### src/rtl/dac_pkg.sv
// dac_pkg: shared types and helpers for the MCP49x2 SPI DAC driver.
// Holds the FSM state enum, command-bit positions and the word builder.
package dac_pkg;

    typedef enum logic [2:0] {
        S_IDLE,
        S_SETUP,
        S_SHIFT,
        S_HOLD,
        S_GAP,
        S_LDAC
    } dac_state_t;

    localparam int CMD_CHAN = 15;
    localparam int CMD_BUF  = 14;
    localparam int CMD_GA   = 13;
    localparam int CMD_SHDN = 12;

    // Signed sample -> offset binary -> top `bits` bits, left-justified
    // into the 12-bit code field, then the four command bits on top.
    function automatic logic [15:0] dac_cmd(
        input logic [15:0] sample,
        input logic        chan,
        input int          bits     = 12,
        input logic        buffered = 1'b0,
        input logic        gain_1x  = 1'b1
    );
        logic [11:0] mask;
        logic [15:0] w;
        mask = 12'hFFF << (12 - bits);
        w = ((sample ^ 16'h8000) & {mask, 4'h0}) >> 4;
        w[CMD_CHAN] = chan;
        w[CMD_BUF]  = buffered;
        w[CMD_GA]   = gain_1x;
        w[CMD_SHDN] = 1'b1;
        return w;
    endfunction

endpackage

### src/rtl/dac_clk_div.sv
// dac_clk_div: emits a one-cycle tick every SCLK_DIV clocks (one SCLK
// half-period). Ports: audio_clock, reset, hold (clears count), tick.
module dac_clk_div #(
    parameter int SCLK_DIV = 2
) (
    input  logic audio_clock,
    input  logic reset,
    input  logic hold,
    output logic tick
);

    localparam int CW = (SCLK_DIV > 1) ? $clog2(SCLK_DIV) : 1;
    localparam logic [CW-1:0] LAST = CW'(SCLK_DIV - 1);

    logic [CW-1:0] count;

    always_ff @(posedge audio_clock or posedge reset) begin
        if (reset) begin
            count <= '0;
        end else if (hold || count == LAST) begin
            count <= '0;
        end else begin
            count <= count + CW'(1);
        end
    end

    // Held at zero while idle so every frame starts on a fresh half-period.
    assign tick = !hold && (count == LAST);

endmodule

### src/rtl/dac_spi_driver.sv
// dac_spi_driver: serialises one frame of signed samples to an MCP49x2 DAC
// (SPI mode 0), then pulses LDAC so all channels update together.
// Ports: audio_clock, reset; data_ready/mosi_in frame input with ready_out
// (buffer empty); sclk_out, sdi_out, cs_n_out, ldac_n_out DAC pins;
// active_out (FSM busy); overrun_count_out (dropped frames, saturating).
module dac_spi_driver
    import dac_pkg::*;
#(
    parameter int clock_max = 25_000_000,
    parameter int SCLK_DIV  = 2,
    parameter int CHANNELS  = 2,
    parameter int DAC_BITS  = 12,
    parameter bit BUFFERED  = 1'b0,
    parameter bit GAIN_1X   = 1'b1
) (
    input  logic                   audio_clock,
    input  logic                   reset,
    input  logic                   data_ready,
    input  logic [CHANNELS*16-1:0] mosi_in,
    output logic                   ready_out,
    output logic                   sclk_out,
    output logic                   sdi_out,
    output logic                   cs_n_out,
    output logic                   ldac_n_out,
    output logic                   active_out,
    output logic [7:0]             overrun_count_out
);

    if (clock_max <= 0 || SCLK_DIV < 1 ||
        (CHANNELS != 1 && CHANNELS != 2) ||
        (DAC_BITS != 8 && DAC_BITS != 10 && DAC_BITS != 12)) begin : g_bad_params
        $error("dac_spi_driver: unsupported parameter set");
    end

    localparam logic LAST_CHAN = (CHANNELS == 2);

    dac_state_t state, state_d;
    logic [4:0] half, half_d;
    logic chan, chan_d;
    logic [CHANNELS*16-1:0] frame_buf, work, work_d;
    logic start, tick, sdi_d;
    logic [15:0] sample, word;

    dac_clk_div #(
        .SCLK_DIV(SCLK_DIV)
    ) u_div (
        .audio_clock(audio_clock),
        .reset(reset),
        .hold(state == S_IDLE),
        .tick(tick)
    );

    always_comb begin
        state_d = state;
        half_d  = half;
        chan_d  = chan;
        work_d  = work;
        start   = 1'b0;
        unique case (state)
            S_IDLE: begin
                if (!ready_out) begin
                    start   = 1'b1;
                    work_d  = frame_buf;
                    chan_d  = 1'b0;
                    state_d = S_SETUP;
                end
            end
            S_SETUP: begin
                if (tick) begin
                    half_d  = '0;
                    state_d = S_SHIFT;
                end
            end
            S_SHIFT: begin
                if (tick) begin
                    if (half == 5'd31) state_d = S_HOLD;
                    else half_d = half + 5'd1;
                end
            end
            S_HOLD: begin
                if (tick) state_d = S_GAP;
            end
            S_GAP: begin
                if (tick) begin
                    if (chan == LAST_CHAN) begin
                        state_d = S_LDAC;
                    end else begin
                        chan_d  = chan + 1'b1;
                        state_d = S_SETUP;
                    end
                end
            end
            S_LDAC: begin
                if (tick) state_d = S_IDLE;
            end
            default: state_d = S_IDLE;
        endcase
    end

    if (CHANNELS == 2) begin : g_two
        assign sample = chan_d ? work_d[31:16] : work_d[15:0];
    end else begin : g_one
        assign sample = work_d[15:0];
    end

    assign word = dac_cmd(sample, chan_d, DAC_BITS, BUFFERED, GAIN_1X);

    // Within SHIFT each bit spans two halves (low, high), so the bit index
    // only moves on the low half and SDI is stable across the rising edge.
    always_comb begin
        sdi_d = 1'b0;
        unique case (state_d)
            S_SETUP: sdi_d = word[15];
            S_SHIFT: sdi_d = word[~half_d[4:1]];
            S_HOLD:  sdi_d = word[0];
            default: sdi_d = 1'b0;
        endcase
    end

    always_ff @(posedge audio_clock or posedge reset) begin
        if (reset) begin
            state <= S_IDLE;
            half  <= '0;
            chan  <= 1'b0;
            work  <= '0;
        end else begin
            state <= state_d;
            half  <= half_d;
            chan  <= chan_d;
            work  <= work_d;
        end
    end

    // Outputs are registered from the next state so the pins change on
    // the same edge as the FSM.
    always_ff @(posedge audio_clock or posedge reset) begin
        if (reset) begin
            sclk_out   <= 1'b0;
            sdi_out    <= 1'b0;
            cs_n_out   <= 1'b1;
            ldac_n_out <= 1'b1;
            active_out <= 1'b0;
        end else begin
            sclk_out   <= (state_d == S_SHIFT) && half_d[0];
            sdi_out    <= sdi_d;
            cs_n_out   <= !(state_d inside {S_SETUP, S_SHIFT, S_HOLD});
            ldac_n_out <= (state_d != S_LDAC);
            active_out <= (state_d != S_IDLE);
        end
    end

    // ready_out doubles as the buffer-empty flag; acceptance and overrun
    // are judged against its registered value.
    always_ff @(posedge audio_clock or posedge reset) begin
        if (reset) begin
            ready_out         <= 1'b1;
            frame_buf         <= '0;
            overrun_count_out <= '0;
        end else begin
            if (data_ready && ready_out) begin
                frame_buf <= mosi_in;
                ready_out <= 1'b0;
            end else if (start) begin
                ready_out <= 1'b1;
            end
            if (data_ready && !ready_out && overrun_count_out != 8'hFF) begin
                overrun_count_out <= overrun_count_out + 8'd1;
            end
        end
    end

endmodule

### config.mk
export PLATFORM = sky130hd
export DESIGN_NAME = dac_spi_driver
export DESIGN_NICKNAME = d
export VERILOG_FILES = /design/src/rtl/dac_pkg.sv /design/src/rtl/dac_clk_div.sv /design/src/rtl/dac_spi_driver.sv
export SDC_FILE = /design/constraint.sdc
export NUM_CORES = 1
export LEC_CHECK = 0
export CAP_MARGIN = 20
export CELL_PAD_IN_SITES_DETAIL_PLACEMENT = 0
export CELL_PAD_IN_SITES_GLOBAL_PLACEMENT = 1
export CORE_ASPECT_RATIO = 0.7
export CORE_MARGIN = 2
export CORE_UTILIZATION = 40
export CTS_CLUSTER_DIAMETER = 100
export DETAILED_ROUTE_END_ITERATION = 8
export PLACE_DENSITY = 0.81
export RECOVER_POWER = 100
export SLEW_MARGIN = 20
export SYNTH_ARGS = -nofsm -noshare
export SYNTH_HDL_FRONTEND = slang
export SYNTH_SLANG_ARGS = --single-unit
export TNS_END_PERCENT = 100
### constraint.sdc
create_clock -name audio_clock -period 3.2 [get_ports audio_clock]
set_input_delay 0.32 -clock audio_clock [delete_from_list [all_inputs] [get_ports audio_clock]]
set_output_delay 0.32 -clock audio_clock [all_outputs]
set_load 0.005 [all_outputs]
Word level (Yosys, flattened, before mapping) --
Cells that the tools add are included.
Operators by class: add/subtract/negate cells 4, magnitude comparators 1, equal/unequal tests 11, muxes and demuxes 28, bitwise operators 2, reductions and logical operators 13
Operators by type and width (number):
- $mux W32 | 2
- $mux W3 | 8
- $pmux W3 S6 | 1
- $mux W16 | 1
- $mux W5 | 3
- $eq A3 B2 Y1 const B | 4
- $pmux W5 S2 | 1
- $mux W1 | 9
- $add A8 B1 Y8 const B | 1
- $ne A8 B8 Y1 const B | 1
- $eq A3 B1 Y1 const B | 2
- $eq A3 B3 Y1 const B | 2
- $reduce_bool A3 Y1 | 2
- $add A5 B1 Y5 const B | 1
- $eq A5 B5 Y1 const B | 1
- $logic_and A1 B1 Y1 | 5
- $lt A4 B5 Y1 const B | 1
- $bmux W1 S4 | 1
- $not A4 Y4 | 1
- $logic_not A1 Y1 | 3
- $logic_not A3 Y1 | 1
- $ne A3 B3 Y1 const B | 1
- $pmux W1 S3 | 1
- $add A1 B1 Y1 const B | 2
- other kinds (4) | 4
Word-level totals: bits in registers 88, bits of input ports 35, output and inout bits 14, word-level logic and storage cells 72

Longest topological paths before layout --
depth in word-level cells 10, depth in mapped cells 11

By module --
From an unflattened synthesis, not the netlist that was laid out.
Second synthesis, totals: cell total of the unflattened synthesis 306, area, all modules 3412.0 um^2
Modules (own cells, without submodules):
- dac_spi_driver | instances 1, cells an instance 302, area an instance 3365.7 um^2, seq. area each 1780.5 um^2
- dac_clk_div | instances 1, cells an instance 4, area an instance 46.3 um^2, seq. area each 25.0 um^2

Worst setup path before layout --
Ideal clock, no wire load.
path kind flip-flop to flip-flop, start point register half[0], end point register sdi_out, arrival time 2.131 ns, setup slack 0.959 ns, cell stages (with the launch flop) 10, cells stage by stage dfrtp_1 > ha_1 > nand4_1 > a32oi_1 > o2bb2ai_1 > buf_2 > a21oi_1 > and4bb_1 > nor4_2 > o41ai_1
Between the ends: cells in the longest elaborated chain, start to end 8, elaborated cells on any way between the ends 15, those cells by class add/sub: 1; eq/ne: 4; mux: 9; bitwise: 1
RTL lines:
- from (decl) | RTL line dac_spi_driver.sv:38 | logic [4:0] half, half_d;
- from (signal assigned) | RTL line dac_spi_driver.sv:128 | half <= half_d;
- $add A5 B1 Y5 / $eq A5 B5 Y1 (equally long branches) | RTL line dac_spi_driver.sv:77, dac_spi_driver.sv:76
- $mux W5 * | RTL line dac_spi_driver.sv:76 | if (half == 5'd31) state_d = S_HOLD;
- $mux W5 * | RTL line dac_spi_driver.sv:75 | if (tick) begin
- $pmux W5 S2 * | RTL line dac_spi_driver.sv:59 | unique case (state)
- via half_d[1] | RTL line dac_spi_driver.sv:38
- $not A4 Y4 * | RTL line dac_spi_driver.sv:114 | S_SHIFT: sdi_d = word[~half_d[4:1]];
- $bmux W1 S4 * | RTL line dac_spi_driver.sv:114
- $mux W1 (not written as such) * | RTL line dac_spi_driver.sv:114
- $pmux W1 S3 * | RTL line dac_spi_driver.sv:112 | unique case (state_d)
- via sdi_d | RTL line dac_spi_driver.sv:41 | logic start, tick, sdi_d;
- to (signal assigned) | RTL line dac_spi_driver.sv:145 | sdi_out <= sdi_d;
- to (decl) | RTL line dac_spi_driver.sv:22 | output logic sdi_out,
The timed path passes the listed nets; every way through them passes the cells marked *. The select of a mux whose other input is x is not followed. A chain may end at the register's enable or synchronous reset.

Worst setup path in the final report --
start point register half[0], end point register sdi_out
Between the ends: cells in the longest elaborated chain, start to end 8, elaborated cells on any way between the ends 15, those cells by class add/sub: 1; eq/ne: 4; mux: 9; bitwise: 1
RTL lines (RTL line):
- $add A5 B1 Y5 / $eq A5 B5 Y1 (equally long branches) | dac_spi_driver.sv:77, dac_spi_driver.sv:76
- $mux W5 | dac_spi_driver.sv:76
- $mux W5 | dac_spi_driver.sv:75
- $pmux W5 S2 | dac_spi_driver.sv:59
- $not A4 Y4 | dac_spi_driver.sv:114
- $bmux W1 S4 | dac_spi_driver.sv:114
- $mux W1 (not written as such) | dac_spi_driver.sv:114
- $pmux W1 S3 * | dac_spi_driver.sv:112
- via sdi_d | dac_spi_driver.sv:41
Marked as above.

==> results.md <==
- Clock latency of the later-clocked register in the worst-skew pair: 330 ps
- Fill cell count: around 750
- Initial DRC Count: 107
- DP Wirelength: ~4.5 mm
- Synth area leaders: dfrtp_1, mux2_2, nand2_1
- Layout cells sized above 1: between 10% and 20%
- Area Growth Syn to Fin: 23.5%
- Worst Hold Depth: 2
- Count of clock tree sinks: 72
- Total grt overflow: 0
- Syn Area/Cell: about 11 sq um
- RSZ-0062 raised after global routing: false
- Final core occ: between 50% and 60%
- Antenna Nets Post-Route: 0
- #FFs+latches synth: slightly above 70
- Worst path arrival time: 3030 ps
- Die area: roughly 0.0090 sq mm
- Synth Net Count: between 300 and 400
- Design area: around 0.0041 sq mm
- Power Dens Cells: between 500 and 600 mW/mm^2
- Tot GR Track Use: around 16%
- Crit path max fanout: 8
- Core Area: 0.00794 sq mm
- I/O pin count: between 40 and 50
- Share of the synthesized area in the top cell type: a little over half
- Die extent in x: approximately 110 um
- Number of enable flip-flop cells after synthesis: 0
- CP required: roughly 3400 ps
- Most common cell in the netlist: nand2_1
- Post-cts resize count: 0
- Setup bufs post-CTS: 0
- Via count: 2345
- HP Class: flop to flop
- FP Rows: 27
- Vias in the first global route: between 2000 and 2500
- Unique masters post-synth: 55
- CTS Root Cell: clkbuf_16
- Die height: 80.0 um
- Ant diodes: 0
- Post-synth top area cell: dfrtp_1
- Cts hold-fix bufs: 0
- First-pass GRT wire length: around 11 mm
- Drt pass-1 iters: 4
- Final setup vio count: 0
- Wire per inst: about 14 um
- Grt peak-use layer: met1
- Clk buf depth: 2
- Setup TNS: 0 ps
- Setup CP Type: flop to flop
- CTS tree: done
- CTS HTree Levels: 3
- Num CTS Buffers: 9
- Outcome: finished clean
- Met1 GRT Util: 22.6%
- Fin crit share: between 80% and 90%
- Most used DFF post-synth: dfrtp_1
- Synth cell count leaders: nand2_1, dfrtp_1, mux2_2, nor2_1, buf_2
- Largest net degree at the start of global routing: 53
- Async S/R FF share, synth: 100%
- M3 GR Usage: roughly 5.7%
- Worst setup EP type: flop
- Final Routed Wirelength: roughly 6.5 mm
- # DRC: 0
- Worst-margin pin slew: ~1300 ps
- Clock Skews: roughly 6.6 ps
- IO Port Bufs: 40
- Sequential-to-total area share from yosys stat: 54.8%
- Final nets: 390
- Placed inst area: roughly 0.0038 sq mm
- Max-cap violation count: 0
- Initial antenna violation count: 0
- Initial Util: 41.5%
- Final GP Congestion: ~0.8
- CP startpoint kind: flop
- Slew HR: 15.1%
- Clk slew on worst S/H paths: 50 ps
- Tmin final: about 2800 ps
- Endpoints failing hold: 0
- M2 GR Usage: 22.0%
- Slew Limit Fails: 0
- Warning count from the yosys run: 0
- Max frequency: roughly 360 MHz
- Max VDD drop: between 400 and 500 uV
- Vias per cell: approximately 5.1
- R2R depth: 9
- Lkg Pwr: about 1.9 nW
- Synthesized area: 0.00330 sq mm
- Synthesized netlist cell count: ~310
## power breakdown
| group | leakage [nW] | switching, mW | total, mW | internal, mW |
|---|---|---|---|---|
| clock network | 0.150 | 0.354 | 0.997 | 0.643 |
| registers | 0.910 | 0.0623 | 1.05 | 0.989 |
| logic | 0.804 | 0.0798 | 0.227 | 0.147 |
## logic make-up (layout without fill, tap and decap cells)
| logic type | Yosys count | in the layout | share of synthesized area (%) |
|---|---|---|---|
| and+or+nand+nor | 123 | 123 | 17.7 |
| muxes | 34 | 34 | 11.6 |
| AOI/OAI and AO/OA | 44 | 44 | 9.41 |
| buffers and inverters | 25 | 75 | 3.68 |
| adders and majority gates | 2 | 2 | 0.759 |
| xor gates and xnor gates | 8 | 8 | 2.13 |
| DFF | 72 | 72 | 54.8 |
## final cells by class
cell class                      count  area [sq um]  share of cell area (%)
Sequential cell                    72          1810                    44.4
Timing Repair Buffer               51           458                    11.3
Clock buffer                       13           260                    6.39
Inverter                            8          30.0                   0.738
Multi-Input combinational cell    211          1350                    33.2
Clock inverter                      3          40.0                   0.984
Tap cell                          101           126                    3.10
## critical path: stages (launching register included)
cell       delay [ps]
dfrtp_1           430
ha_1              280
nand4_1           250
a32oi_1           140
o2bb2ai_1         620
clkbuf_1          250
a211oi_1           70
a211oi_1          250
a211oi_1           70
o41ai_1           340
## path summary, 6_finish.rpt
kind / startpoint / endpoint / slack [ps]
max: half[0] / sdi_out / 380
min: work[9] / work[9] / 470
max reg2reg: half[0] / sdi_out / 380
min reg2reg: work[9] / work[9] / 470
max in group asynchronous: reset / frame_buf[30] / 920
min in group asynchronous: reset / frame_buf[4] / 570
## state kept, by name (all words and copies together), names as in the netlist
| register | count |
|---|---|
| frame_buf | 24 |
| work | 24 |
| overrun_count_out | 8 |
| half | 5 |
| state | 3 |
| active_out | 1 |
| chan | 1 |
| cs_n_out | 1 |
| ldac_n_out | 1 |
| ready_out | 1 |
| sclk_out | 1 |
| sdi_out | 1 |
| u_div.count | 1 |
## routing by layer
layer	wire length, um	vias up
met5	0	-
met4	76	0
met3	336	8
met2	2710	43
met1	3410	1136
li1	-	1158
## through the flow
stage	setup WS (ps)	hold WS, ps	std cells	total power [mW]
2_1_floorplan	959	433	308	1.17
3_3_place_gp	509	450	443	1.31
3_5_place_dp	429	457	443	1.32
4_1_cts	411	320	459	2.33
5_1_grt	177	483	459	2.38
6_report	384	468	459	2.28
## placed cells by master, fill, tap and decap left out, drive strengths merged, types with 3 or more instances in the layout
cell / n
nand2: 73
dfrtp: 69
mux2: 33
clkdlybuf4s50: 25
clkbuf: 20
nor2: 18
dlygate4sd3: 15
o21ai: 10
a21oi: 9
inv: 8
xnor2: 7
and3: 4
nand4: 4
nand3b: 4
a211oi: 4
buf: 4
nor3: 3
dfstp: 3
No activity file was read; power rests on OpenSTA's default activity.
